File: src/rtl/rotor_stepper.sv
// Rotor position controller: accepts one keypress, steps rotors odometer-style, strobes result.
// Optional ROTOR_DOUBLE_STEP_EN selects the historical double-step anomaly on rotor 2.
module rotor_stepper #(
    parameter logic [4:0] NOTCH1 = 5'd16,
    parameter logic [4:0] NOTCH2 = 5'd4
) (
    input  logic       clk,
    input  logic       reset,
    input  logic       step_req,
    input  logic [4:0] letter_in,
    input  logic       load,
    input  logic [4:0] init1,
    input  logic [4:0] init2,
    input  logic [4:0] init3,
    output logic       busy,
    output logic       out_valid,
    output logic [4:0] letter_out,
    output logic [4:0] rotate1,
    output logic [4:0] rotate2,
    output logic [4:0] rotate3,
    output logic       bad_letter
);

    typedef enum logic [1:0] {StIdle, StStep, StOut} state_e;

    state_e     state_q, state_d;
    logic [4:0] rot1_q, rot1_d, rot2_q, rot2_d, rot3_q, rot3_d;
    logic [4:0] letter_q, letter_d;
    logic       bad_q, bad_d;
    logic       c1, at_notch2, step2, step3, letter_ok;

    function automatic logic [4:0] inc26(input logic [4:0] p);
        logic [5:0] s;
        s = {1'b0, p} + 6'd1;
        return (s >= 6'd26) ? 5'd0 : s[4:0];
    endfunction

    // Codes 26..31 fold back into 0..5 via 5-bit wrap of the subtraction.
    function automatic logic [4:0] norm26(input logic [4:0] v);
        return (v > 5'd25) ? (v - 5'd26) : v;
    endfunction

    assign c1        = (rot1_q == NOTCH1);
    assign at_notch2 = (rot2_q == NOTCH2);
    assign letter_ok = (letter_in != 5'd0) && (letter_in <= 5'd26);

`ifdef ROTOR_DOUBLE_STEP_EN
    assign step2 = c1 | at_notch2;
    assign step3 = at_notch2;
`else
    assign step2 = c1;
    assign step3 = c1 & at_notch2;
`endif

    always_comb begin
        state_d  = state_q;
        rot1_d   = rot1_q;
        rot2_d   = rot2_q;
        rot3_d   = rot3_q;
        letter_d = letter_q;
        bad_d    = 1'b0;
        if (load) begin
            rot1_d  = norm26(init1);
            rot2_d  = norm26(init2);
            rot3_d  = norm26(init3);
            state_d = StIdle;
        end else begin
            unique case (state_q)
                StIdle: begin
                    if (step_req) begin
                        if (letter_ok) begin
                            letter_d = letter_in;
                            state_d  = StStep;
                        end else begin
                            bad_d = 1'b1;
                        end
                    end
                end
                StStep: begin
                    rot1_d  = inc26(rot1_q);
                    rot2_d  = step2 ? inc26(rot2_q) : rot2_q;
                    rot3_d  = step3 ? inc26(rot3_q) : rot3_q;
                    state_d = StOut;
                end
                StOut:   state_d = StIdle;
                default: state_d = StIdle;
            endcase
        end
    end

    always_ff @(posedge clk or posedge reset) begin
        if (reset) begin
            state_q  <= StIdle;
            rot1_q   <= 5'd0;
            rot2_q   <= 5'd0;
            rot3_q   <= 5'd0;
            letter_q <= 5'd0;
            bad_q    <= 1'b0;
        end else begin
            state_q  <= state_d;
            rot1_q   <= rot1_d;
            rot2_q   <= rot2_d;
            rot3_q   <= rot3_d;
            letter_q <= letter_d;
            bad_q    <= bad_d;
        end
    end

    assign busy       = (state_q != StIdle);
    assign out_valid  = (state_q == StOut);
    assign letter_out = letter_q;
    assign rotate1    = rot1_q;
    assign rotate2    = rot2_q;
    assign rotate3    = rot3_q;
    assign bad_letter = bad_q;

endmodule

File: config.mk
export PLATFORM = sky130hd
export DESIGN_NAME = rotor_stepper
export DESIGN_NICKNAME = d
export VERILOG_FILES = /design/src/rtl/rotor_stepper.sv
export SDC_FILE = /design/constraint.sdc
export NUM_CORES = 1
export LEC_CHECK = 0
export CAP_MARGIN = 20
export CORE_ASPECT_RATIO = 1.25
export CORE_MARGIN = 2
export CORE_UTILIZATION = 40
export CTS_CLUSTER_DIAMETER = 150
export CTS_CLUSTER_SIZE = 30
export DETAILED_ROUTE_END_ITERATION = 16
export GPL_TIMING_DRIVEN = 0
export PLACE_DENSITY = 0.65
export SYNTH_ARGS = -nofsm -noshare
export SYNTH_HDL_FRONTEND = slang
export SYNTH_SLANG_ARGS = --single-unit
File: constraint.sdc
create_clock -name clk -period 2.6 [get_ports clk]
set_input_delay 0.52 -clock clk [delete_from_list [all_inputs] [get_ports clk]]
set_output_delay 0.52 -clock clk [all_outputs]
set_load 0.01 [all_outputs]
==> key figures <==
Setup path
  – Crit path launch type: input port
  – Worst reg2reg endpoint: rotate2[2]
  – Crit. Startpoint: init2[1]
  – Crit-path cells: clkdlybuf4s50_1, inv_1, ha_1, a21bo_2, and3_1, mux2_2, a22oi_1, o21ai_0
  – CP max FO: 4
  – R2r startpoint: rotate2[0]
  – Crit path buffers/inverters: 2
  – Slowest CP cell: clkdlybuf4s50_1
  – Delay-heaviest family, CP: buffers and inverters
  – Critical path arrival: 2350 ps
  – Worst R2R Path Depth: 7
  – Critical path class: input port to flop
  – FF-to-FF setup slack: 500 ps
  – WP data required: 2750 ps
  – CP peak stage delay: 520 ps
  – CP endpoint kind: flop

Worst hold path
  – Hold-critical path depth: 1
  – Hold/Removal Path Class: flop to flop
  – Hold Path Sink: letter_out[4]
  – Worst hold start: letter_out[4]

Route
  – Post-route DRC: 0
  – Routed wire length: 4850 µm
  – Avg WL per Cell: 13.9 µm
  – TritonRoute pass-1 iters: 4
  – Post-route ant nets: 0
  – Vias/cell: 5.64
  – Vias post-DR: 1,968
  – Drt initial violations: 179

Timing
  – Final setup fails: 0
  – Final setup TNS: 0 ps
  – Hold Fails Final Rpt: 0
  – Post-route minimum period: 2200 ps
  – Fmax: 0.455 GHz
  – Clk_skew: 8.64 ps
  – RSZ-0062 raised after global routing: no
  – Worst hold margin: 515 ps
  – Slew @ Worst Pin: 943 ps
  – Final worst path period share: 0.845
  – Fin. max-slew vios: 0
  – Slew Limit Headroom: 0.371

CTS
  – Post-cts repair resize count: 0
  – Hold-fix buffers, CTS: 0
  – # H-tree levels: 1
  – TritonCTS clock tree: yes
  – Clk buf depth: 2
  – CTS Root Buffer Type: clkbuf_8
  – Clock latency on the worst-skew pair: 270 ps
  – TritonCTS Buffers: 3
  – CTS clk-pin slew, worst paths: 100 ps
  – Sink Count: 23
  – Post CTS Setup Buffer Count: 0

Yosys
  – Yosys top cell by area: dfrtp_1
  – Post-synthesis cell area: 1990 µm²
  – Avg Cell Area, Syn: 8.32 µm²
  – Yosys cell types: 56
  – Post-synth top cells: dfrtp_1 (23), a21oi_1 (22), inv_1 (21)
  – Most frequently used cell type in the post-synthesis netlist: dfrtp_1
  – Syn Inst Count: 239
  – Synth top area share: 0.289
  – Ys flop type: dfrtp_1
  – Top cells by area, synth: dfrtp_1 (29%), ha_1 (8.8%), a21oi_1 (5.5%)
  – Synth async-reset ratio: 1.00
  – Yosys warns: 0
  – Post-synthesis net count: 277
  – EDFF count, synth: 0
  – Post-synthesis register bit count: 23
  – Sequential-to-total area share from yosys stat: 0.289

Floorplanning
  – Initial Util: 0.418
  – Die footprint: 5560 µm²
  – Die height: 82.8 µm
  – Io pins: 47
  – Die Width: 67.1 µm
  – Row cnt: 28
  – Core Footprint: 4760 µm²

Finish
  – Filler instances: 495
  – Synth-to-layout area growth: 29.4%
  – # nets final: 328
  – Diodes inserted: 0
  – Share of layout cells above drive strength 1: 0.0900

Global routing
  – Global-route wire length before repair: 8310 µm
  – Largest net degree at the start of global routing: 24
  – Initial antenna violation count: 0
  – Total GRT Usage: 0.184
  – Grt ovf: 0
  – Vias in the first global route: 1,863

Power
  – Leakage: 1.07 nW
  – Worst vdd ir: 0.000321 V
  – Pwr dens: 522 nW/µm²
  – Power Total: 1.34 mW

Flow run
  – Max-cap check violation count: 0

Status
  – Status: complete, no violations

Placed design
  – GP Congestion: 0.840
  – Post-DP HPWL: 3700 µm
  – # port buffers: 46
## through the flow
stage,cell area (µm²),setup slack [ps],util,std cells
floorplan,1990,666,-,239
CTS,2570,416,0.540,349
global placement,2520,159,0.530,345
global route,2570,246,0.540,349
detailed placement,2520,122,0.530,345
finish,2570,403,0.540,349
## registers in the layout (all words and copies together), names as in the netlist
| signal | flops |
|---|---|
| letter_out | 5 |
| rotate1 | 5 |
| rotate2 | 5 |
| rotate3 | 5 |
| state_q | 2 |
| bad_letter | 1 |
## cells in the final DEF (no fill, tap or decap), types with 3 or more instances in the layout
| cell type | n |
|---|---|
| nor3_1 | 7 |
| a21oi_1 | 22 |
| nand2_1 | 20 |
| buf_2 | 4 |
| clkdlybuf4s50_1 | 46 |
| nor2_1 | 11 |
| a22oi_1 | 4 |
| inv_1 | 21 |
| dfrtp_1 | 23 |
| clkbuf_8 | 3 |
| nand3_1 | 7 |
| a221oi_1 | 3 |
| nand2b_1 | 6 |
| or3_1 | 4 |
| o21ai_0 | 9 |
| and2_1 | 3 |
| clkbuf_1 | 3 |
| o22ai_1 | 3 |
| o211ai_1 | 7 |
| mux2_2 | 9 |
| a31oi_1 | 6 |
| and3_1 | 3 |
| ha_1 | 14 |
| nor2b_1 | 9 |
## worst register-to-register path: stages, from the launching register on
cell and delay (ps):
dfrtp_1 450, ha_1 210, buf_2 160, and2_1 180, a2111oi_1 480, nor2b_1 240
nor2_1 60, a22o_1 210
## cell type report
| type | instances | area, µm² | area share |
|---|---|---|---|
| multi-input combinational | 186 | 1290 | 0.501 |
| sequential | 23 | 576 | 0.224 |
| timing repair buffer | 46 | 460 | 0.179 |
| inverter | 22 | 82.6 | 0.0321 |
| tap | 60 | 75.1 | 0.0292 |
| buffer | 8 | 42.5 | 0.0165 |
| clock buffer | 3 | 41.3 | 0.0160 |
| clock inverter | 1 | 7.51 | 0.00292 |
## logic make-up (layout without fill, tap and decap cells)
family | after synthesis | in the layout | share of synthesized area
AND/OR/NAND/NOR | 83 | 83 | 0.233
AO/OA/AOI/OAI | 79 | 79 | 0.272
buffers and inverters | 30 | 80 | 0.0629
flip-flops | 23 | 23 | 0.289
adder cells (fa/ha/maj) | 14 | 14 | 0.0881
multiplexers | 9 | 9 | 0.0509
XOR/XNOR | 1 | 1 | 0.00440
## report_power, final
group          total (mW)  leakage [nW]  internal, mW  switching (mW)
registers           0.489         0.274         0.416          0.0730
logic               0.614         0.772         0.313           0.302
clock network       0.240        0.0217         0.109           0.131
## worst max path at each step
stage	endpoint	slack [ps]	depth (start not counted)
2_1_floorplan	rotate2[2]	670	7
5_1_grt	rotate2[1]	250	8
3_3_place_gp	rotate2[1]	160	8
6_report	rotate2[1]	400	8
3_5_place_dp	rotate2[1]	120	8
4_1_cts	rotate2[1]	420	8
## layer usage
metal  up-vias  routed length (µm)  global-route usage
li1        988                   -                   -
met1       927                2050               0.233
met2        45                2530               0.320
met3         8                 170              0.0203
met4         0                  87              0.0538
met5         -                   0                   0
(Power assumes the default switching activity.)
